--- src/rtl/seq_pkg.sv ---
// Shared definitions for the serial pattern generator and the sequence detectors.
package seq_pkg;

  localparam int unsigned LEN_W_DEF = 4;
  localparam int unsigned REP_W_DEF = 8;

  typedef enum logic [1:0] {
    ST_IDLE  = 2'd0,
    ST_RUN_A = 2'd1,
    ST_RUN_B = 2'd2,
    ST_DONE  = 2'd3
  } state_t;

endpackage

--- src/rtl/run_len_counter.sv ---
// Loadable down-counter; tc_c flags the last cycle of the current run.
module run_len_counter #(
  parameter int unsigned W = 4
) (
  input  logic         clk,
  input  logic         rst,
  input  logic         load,
  input  logic         en,
  input  logic [W-1:0] load_val,
  output logic         tc_c
);

  logic [W-1:0] count;

  always_ff @(posedge clk or negedge rst) begin
    if (!rst) begin
      count <= '0;
    end else if (load) begin
      count <= load_val;
    end else if (en && (count != '0)) begin
      count <= count - W'(1);
    end
  end

  assign tc_c = (count == '0);

endmodule

--- src/rtl/seq_pattern_gen.sv ---
// Emits len_a cycles of first_bit then len_b cycles of its complement, rep times (0 = endless).
module seq_pattern_gen
  import seq_pkg::*;
#(
  parameter int unsigned LEN_W = LEN_W_DEF,
  parameter int unsigned REP_W = REP_W_DEF
) (
  input  logic             clk,
  input  logic             rst,
  input  logic             start,
  input  logic             stop,
  input  logic             first_bit,
  input  logic [LEN_W-1:0] len_a,
  input  logic [LEN_W-1:0] len_b,
  input  logic [REP_W-1:0] rep,
  output logic             bit_out,
  output logic             bit_valid,
  output logic             busy,
  output logic             done,
  output logic [REP_W-1:0] pair_cnt
);

  state_t             state, state_d;
  logic               fb_q, fb_d;
  logic [LEN_W-1:0]   len_a_q, len_a_d, len_b_q, len_b_d;
  logic [REP_W-1:0]   rep_q, rep_d, pair_cnt_d;
  logic               bit_out_d, bit_valid_d, busy_d, done_d;
  logic               cnt_load_c, cnt_en_c, cnt_tc_c;
  logic [LEN_W-1:0]   cnt_val_c;

  // A zero length behaves as one cycle, so the reload value is max(len,1)-1.
  function automatic logic [LEN_W-1:0] reload_of(input logic [LEN_W-1:0] len);
    return (len == '0) ? '0 : len - LEN_W'(1);
  endfunction

  run_len_counter #(.W(LEN_W)) u_run_cnt (
    .clk      (clk),
    .rst      (rst),
    .load     (cnt_load_c),
    .en       (cnt_en_c),
    .load_val (cnt_val_c),
    .tc_c     (cnt_tc_c)
  );

  always_ff @(posedge clk or negedge rst) begin
    if (!rst) begin
      state     <= ST_IDLE;
      fb_q      <= 1'b0;
      len_a_q   <= '0;
      len_b_q   <= '0;
      rep_q     <= '0;
      pair_cnt  <= '0;
      bit_out   <= 1'b0;
      bit_valid <= 1'b0;
      busy      <= 1'b0;
      done      <= 1'b0;
    end else begin
      state     <= state_d;
      fb_q      <= fb_d;
      len_a_q   <= len_a_d;
      len_b_q   <= len_b_d;
      rep_q     <= rep_d;
      pair_cnt  <= pair_cnt_d;
      bit_out   <= bit_out_d;
      bit_valid <= bit_valid_d;
      busy      <= busy_d;
      done      <= done_d;
    end
  end

  // Next state, config latch and run-counter control; outputs follow the next state.
  always_comb begin
    state_d     = state;
    fb_d        = fb_q;
    len_a_d     = len_a_q;
    len_b_d     = len_b_q;
    rep_d       = rep_q;
    pair_cnt_d  = pair_cnt;
    cnt_load_c  = 1'b0;
    cnt_en_c    = 1'b0;
    cnt_val_c   = '0;

    case (state)
      ST_IDLE: begin
        if (start && !stop) begin
          fb_d       = first_bit;
          len_a_d    = len_a;
          len_b_d    = len_b;
          rep_d      = rep;
          pair_cnt_d = '0;
          cnt_load_c = 1'b1;
          cnt_val_c  = reload_of(len_a);
          state_d    = ST_RUN_A;
        end
      end
      ST_RUN_A: begin
        if (cnt_tc_c) begin
          cnt_load_c = 1'b1;
          cnt_val_c  = reload_of(len_b_q);
          state_d    = ST_RUN_B;
        end else begin
          cnt_en_c = 1'b1;
        end
      end
      ST_RUN_B: begin
        if (cnt_tc_c) begin
          pair_cnt_d = pair_cnt + REP_W'(1);
          if ((rep_q != '0) && (pair_cnt_d == rep_q)) begin
            state_d = ST_DONE;
          end else begin
            cnt_load_c = 1'b1;
            cnt_val_c  = reload_of(len_a_q);
            state_d    = ST_RUN_A;
          end
        end else begin
          cnt_en_c = 1'b1;
        end
      end
      ST_DONE: state_d = ST_IDLE;
      default: state_d = ST_IDLE;
    endcase

    // Abort wins over everything, including the final pair increment.
    if (stop) begin
      state_d    = ST_IDLE;
      pair_cnt_d = pair_cnt;
      cnt_load_c = 1'b0;
      cnt_en_c   = 1'b0;
    end

    busy_d      = (state_d == ST_RUN_A) || (state_d == ST_RUN_B);
    bit_valid_d = busy_d;
    done_d      = (state_d == ST_DONE);
    bit_out_d   = (state_d == ST_RUN_A) ? fb_d :
                  (state_d == ST_RUN_B) ? ~fb_d : 1'b0;
  end

endmodule

--- config.mk ---
export PLATFORM = sky130hd
export DESIGN_NAME = seq_pattern_gen
export DESIGN_NICKNAME = d
export VERILOG_FILES = /design/src/rtl/seq_pkg.sv /design/src/rtl/run_len_counter.sv /design/src/rtl/seq_pattern_gen.sv
export SDC_FILE = /design/constraint.sdc
export NUM_CORES = 1
export LEC_CHECK = 0
export CAP_MARGIN = 40
export CORE_UTILIZATION = 58
export CTS_CLUSTER_SIZE = 28
export DETAILED_ROUTE_END_ITERATION = 8
export PLACE_DENSITY_LB_ADDON = 0.05
export SKIP_LAST_GASP = 1
export SLEW_MARGIN = 40
export SYNTH_ARGS = -nofsm -noshare
export SYNTH_HDL_FRONTEND = slang
export SYNTH_SLANG_ARGS = --single-unit
--- constraint.sdc ---
create_clock -name clk -period 4.75 [get_ports clk]
set_input_delay 1.1875 -clock clk [delete_from_list [all_inputs] [get_ports clk]]
set_output_delay 1.1875 -clock clk [all_outputs]
set_load 0.1 [all_outputs]
==> impl_metrics.yaml <==
run_status:
  status: "completed"
timing:
  tns_ns: 0
  finalSetupViolCount: 0
  skew_ns: 0.00526
  slew_headroom_pct: 66.4
  fmax_mhz: 349
  finalCriticalPeriod_ns: 2.87
  rsz0062_at_grt: "false"
  worstMarginPinSlew_ns: 0.504
  setup_ws_ns: 1.88
  hold_viol: 0
  drv_slew: 0
  fin_crit_sh_pct: 60.3
floorplan:
  die_w_um: 63.7
  initial_utilization_pct: 60.4
  rows: 22
  die_area_um2: 4060
  core_area_um2: 3660
  ios: 33
  die_h_um: 63.7
synth:
  ys_seq_area_share_pct: 38.5
  synth-seq-cells: 34
  ys_top_cells_by_area: "dfrtp_1 39%, ha_1 8.5%, mux2_2 8.2%"
  ys_dominant_reg_cell: "dfrtp_1"
  synth-simple-area-share_pct: 14.9
  synth_common_cells: "34 x dfrtp_1, 17 x nand2_1, 17 x o21ai_0, 16 x mux2_2"
  synth_mux_area_share_pct: 9.51
  netlist_instances: 222
  synth_edf_count: 0
  yosys.area.top_type: "dfrtp_1"
  synth_nets: 258
  netlist.area_leader.share_pct: 38.5
  ys_warn_count: 0
  synth-xor-area-share_pct: 7.53
  post_synth.cell_area_avg_um2: 9.95
  syn_area_um2: 2210
  synth_cell_type_count: 47
  synth_fa_ha_area_share_pct: 8.49
  synth_compound_area_share_pct: 16.5
  yosysMostFrequentCell: "dfrtp_1"
  async_reset_ff_share_pct: 100
  synth_top_family_by_area: "compound AO/OA/AOI/OAI gates"
cts:
  post_cts_buffers: 0
  cts_resized: 0
  cts_tree: "done"
  holdBufCountCts: 0
  clock-sinks: 34
  cts_buffer_depth: 2
  cts_root_buffer: "clkbuf_8"
  cts.clk_slew.worst_paths_ns: 0.06
  ctsHtreeMaxLevel: 2
  cts_buffers: 5
  clkLatencyLatePin_ns: 0.29
routing:
  first_iter_violations: 94
  wire_per_inst_um: 14.0
  via_per_inst: 5.67
  drt_wl_total_mm: 4.27
  vias: 1724
  ant_nets: 0
  remaining_drc_errors: 0
  dr.pass1.iters: 4
power_and_ir_drop:
  p_comb_share_pct: 29.1
  seqPwrFrac_pct: 43.0
  p_per_area_nw_per_um2: 346
  p_int_mw: 0.609
  power.net_switching_mw: 0.296
  power.share.clock_pct: 27.9
  swShare_pct: 32.7
  ir_drop_uv: 222
  leakage_nw: 1.15
cells_and_area:
  area_growth_pct: 18.5
  final_nets: 291
  drive_above_1_share_pct: 18.0
  n_antenna_cell: 0
  multiInputGateArea_um2: 1260
  regArea_um2: 851
  num-fill-cells: 272
global_route:
  track_usage_pct: 23.9
  grt_pass1_vias: 1588
  grt_pass1_wl_mm: 7.27
  antenna_found_initial: 0
  grt_overflow: 0
  grt_max_degree: 35
setup_path:
  path_max_fanout: 10
  r2r_end: "bit_out"
  end_kind: "flop"
  r2r_setup_slack_ns: 1.96
  worst_setup_path_start_kind: "primary input"
  crit_type: "in -> reg"
  arrival_ns: 3.07
  r2r-start: "pair_cnt[0]"
  required_ns: 4.96
  reg2reg_depth: 10
place:
  portBuffers: 32
  gp_congestion: 0.806
  pre_cts_slack_ns: 1.58
  place_hpwl_mm: 3.10
min_path:
  holdPathEnd: "fb_q"
  worstHoldStart: "fb_q"
  hold_depth: 1
  min-delay-path-class: "reg -> reg"
flow_run:
  cap_violations: 0
==> placed cells by master (no fill, tap or decap), types with 3 or more instances in the layout <==
cell             count
dfrtp_1             34
nor2_1               6
nand4_1              3
clkbuf_8             8
clkdlybuf4s50_1     20
nand2_1             17
o21ai_0             17
a211oi_1             3
ha_1                15
nor3_1              10
buf_2               12
inv_1               15
a21oi_1             12
a21o_1               3
mux2_2              16
o22ai_1              4
nand2b_1             3
xnor2_1             14
xor2_1               5
mux2i_1              3
==> metal layers <==
layer  part of all wire (%)  GRT usage (%)  wire [um]
met1                     49           32.8       2110
met5                      0              0          0
met2                     45           35.5       1940
met3                    3.1           5.98        134
met4                    1.9           10.5         83
==> how the worst max path moves through the flow <==
| stage | startpoint | end | depth (start not counted) |
|---|---|---|---|
| global placement | stop | bit_out | 10 |
| floorplan | pair_cnt[0] | bit_out | 11 |
| detailed placement | stop | bit_out | 10 |
| CTS | stop | bit_out | 10 |
| finish | stop | bit_out | 10 |
| global route | stop | bit_out | 10 |
==> cell type report <==
cell class	count	share of cell area, %
clock buffers	8	4.21
inverters	15	2.15
multi-input cells	165	48.3
flip-flops and latches	34	32.5
well taps	48	2.29
repair buffers	34	10.5
==> logic make-up (layout without fill, tap and decap cells) <==
| kind of cell | count (synthesis) | after routing |
|---|---|---|
| adder cells (fa/ha/maj) | 15 | 15 |
| buffers and inverters | 23 | 57 |
| multiplexers | 19 | 19 |
| AO/OA/AOI/OAI | 54 | 54 |
| AND/OR/NAND/NOR | 58 | 58 |
| XOR/XNOR | 19 | 19 |
| flip-flops | 34 | 34 |
==> worst max-delay path: stages <==
cell and delay [ns]:
clkdlybuf4s50_1 0.66, nand3b_1 0.17, and2_1 0.14, o21ai_0 0.07, nand2_1 0.06, o21ai_0 0.10
nor2b_1 0.17, ha_1 0.23, nand2b_1 0.13, o21ai_0 0.15
==> stage by stage <==
stage	instance area (um^2)	hold WS, ns	util, %	instances	power, mW
floorplan	2210	0.472	-	222	0.579
global placement	2560	0.495	70.0	296	0.646
detailed placement	2500	0.508	68.4	296	0.649
CTS	2610	0.522	71.4	304	0.905
global route	2620	0.531	71.5	304	0.965
finish	2620	0.516	71.5	304	0.905
==> power groups by stage <==
stage | clock network (mW) | registers (mW) | logic [mW]
6_report | 0.252 | 0.389 | 0.263
3_3_place_gp | 0 | 0.390 | 0.256
4_1_cts | 0.259 | 0.385 | 0.261
3_5_place_dp | 0 | 0.389 | 0.259
2_1_floorplan | 0 | 0.388 | 0.191
5_1_grt | 0.272 | 0.395 | 0.298
==> state kept, by name, indices dropped and copies added (netlist names) <==
signal,cells
bit_out,1
busy,1
done,1
fb_q,1
len_a_q,4
len_b_q,4
pair_cnt,8
rep_q,8
state,2
u_run_cnt.count,4
Power figures use the tool's default switching activity.
==> RTL edit: new RTL, config.mk and constraints unchanged <==
Register the inputs `start`, `stop`, `len_a`, `len_b` and `rep` before use, with the module's reset. The logic sees them one clock later. Comments in the files are not updated.
--- a/src/rtl/seq_pattern_gen.sv
+++ b/src/rtl/seq_pattern_gen.sv
@@ -21,2 +21,24 @@
 );
+
+  logic start_q;
+  logic stop_q;
+  logic [LEN_W-1:0] len_a_r;
+  logic [LEN_W-1:0] len_b_r;
+  logic [REP_W-1:0] rep_r;
+
+  always_ff @(posedge clk or negedge rst) begin
+    if (!rst) begin
+      start_q <= '0;
+      stop_q  <= '0;
+      len_a_r <= '0;
+      len_b_r <= '0;
+      rep_r   <= '0;
+    end else begin
+      start_q <= start;
+      stop_q  <= stop;
+      len_a_r <= len_a;
+      len_b_r <= len_b;
+      rep_r   <= rep;
+    end
+  end
 
@@ -84,10 +106,10 @@
       ST_IDLE: begin
-        if (start && !stop) begin
+        if (start_q && !stop_q) begin
           fb_d       = first_bit;
-          len_a_d    = len_a;
-          len_b_d    = len_b;
-          rep_d      = rep;
+          len_a_d    = len_a_r;
+          len_b_d    = len_b_r;
+          rep_d      = rep_r;
           pair_cnt_d = '0;
           cnt_load_c = 1'b1;
-          cnt_val_c  = reload_of(len_a);
+          cnt_val_c  = reload_of(len_a_r);
           state_d    = ST_RUN_A;
@@ -123,3 +145,3 @@
     // Abort wins over everything, including the final pair increment.
-    if (stop) begin
+    if (stop_q) begin
       state_d    = ST_IDLE;
Check against the original RTL: not equivalent (Yosys sat finds a counterexample within 4 cycles, from zero or initial values and one cycle with rst low).
==> RTL edit against the original RTL <==
- the run now ends with design-rule violations left
- sequential cell count grew 18
- routed wire length is 17% higher
- final area rose by 19%
- total power is 21% higher
- largest power group unchanged
- sequential power is 40% higher
- critical endpoint unchanged
- setup slack lost 0.25 ns
- global-route usage down 2.1 points
- area after synthesis increased by 24%
==> RTL edit: results (changes against the original RTL) <==
worst slew pin tran: 0.640 ns (+0.136 ns)
Inverters: 19 (+4)
Filler cells: 361 (+33%)
gr usage total: 0.218 (-0.0213)
starting DRC count in detailed routing: 119 (+27%)
routed vias: 1,952 (+13%)
Compound-Gate Fraction of Synth Area: 0.132 (-0.0334)
outcome: finished, violations left
Seq/Total Area, Yosys: 0.475 (+0.0898)
clock slew seen by the registers of the worst setup and hold paths: 0.10 ns (+0.04 ns)
Routed Wire Length: 4.99 mm (+17%)
multiplexer area fraction after synthesis: 0.0776 (-0.0175)
Placed Instance Area: 3010 um2 (+20%)
Clock Buffer Count: 5 (-3)
layout cells sized above 1: 0.171 (-0.00836)
GP Congestion: 0.805 (about the same)
Worst Clk Skew: 0.00777 ns (+0.00250 ns)
first-pass GRT wire length: 8.49 mm (+17%)
Die ar.: 5000 um2 (+23%)
#MultiIn Comb: 174 (+5.5%)
crit path max fanout: 8 (-2)
Pre-antenna DRT Iters: 6 (+2)
leakage: 1.39 nW (+21%)
top cell type's share of synthesized area: 0.475 (+0.0898)
syn_nets: 290 (+12%)
Detail Placement HPWL: 3.65 mm (+18%)
biggest regs: pair_cnt: 8 flops, rep_q: 8 flops, rep_r: 8 flops
sequential cell area share: 0.419 (+0.0935)
DRC: 7 (+7)
VDD IR max: 0.253 mV (+14%)
via/cell ratio: 5.78 (+1.8%)
bufs w/o clock: 33 (-2.9%)
Top FF cell, synth: dfrtp_1
Setup WS pre-CTS: 1.69 ns (+0.109 ns)
clock-cell share of area: 0.0306 (-0.0115)
seq_cells: 52 (+53%)
placed cell count: 330 (+11%)
fraction of area in non-clock buffers: 0.0853 (-0.0199)
Post-synth top cells: dfrtp_1 (52), inv_1 (19), mux2_2 (18)
Final Hold Violating Endpoints: 0 (unchanged)
vias in the first global route: 1,892 (+19%)
Worst-Skew Late Latency: 0.31 ns (+0.02 ns)
multi-input logic area: 1310 um2 (+3.7%)
largest cells by area after synthesis: dfrtp_1 (47%), mux2_2 (7.4%), ha_1 (6.8%), o21ai_0 (2.9%), xnor2_1 (2.9%)
post-synthesis adder-cell area fraction: 0.0685 (-0.0164)
synthesized instance count: 254 (+14%)
Yosys cell types: 56 (+19%)
NumNets Final: 321 (+10%)
XOR/XNOR Fraction of Synth Area: 0.0511 (-0.0242)
pin count of the biggest net entering global routing: 53 (+51%)
failing checks: design-rule violations
## RTL edit: cells by family after synthesis
logic type / count (synthesis)
xor+xnor: 16
mux: 19
flops: 52
fa+ha+maj: 15
buf+inv: 28
simple gates: 71
compound gates: 53
## RTL edit: routing by layer
layer | GRT usage | up-vias | wire length, um
met3 | 0.0442 | 2 | 210
met5 | 0 | - | 0
met4 | 0.0867 | 0 | 29
met2 | 0.365 | 60 | 2430
met1 | 0.279 | 934 | 2320
li1 | - | 956 | -
## RTL edit: metrics by stage
step	hold WS (ns)	util
finish	0.483	0.700
global route	0.505	0.700
CTS	0.488	0.700
detailed placement	0.465	0.678
global placement	0.459	0.691
floorplan	0.456	-
## RTL edit: worst paths after layout
check / from / endpoint / slack, ns / depth (start not counted)
max in group asynchronous: rst / u_run_cnt.count[1] / 3.44 / 1
min in group asynchronous: rst / pair_cnt[3] / 0.89 / 1
setup / recovery: pair_cnt[0] / bit_out / 1.64 / 10
hold / removal: len_b_r[1] / len_b_q[1] / 0.48 / 1
hold reg to reg: len_b_r[1] / len_b_q[1] / 0.48 / 1
setup reg to reg: pair_cnt[0] / bit_out / 1.64 / 10
## RTL edit: report_power, final
group	leakage (nW)	internal, mW	switching, mW
clock network	0.0491	0.109	0.153
registers	0.642	0.496	0.0501
logic	0.698	0.129	0.154
total	1.39	0.734	0.357
## RTL edit: worst max-delay path, stage by stage, from the launching register on
cell and delay [ns]:
dfrtp_1 0.47, ha_1 0.34, nand3_1 0.24, o21ai_0 0.30, a31oi_1 0.17, nor4_4 0.44, a21oi_2 0.10, or4_1 0.51
ha_1 0.20, nand2b_1 0.14, o21ai_0 0.13
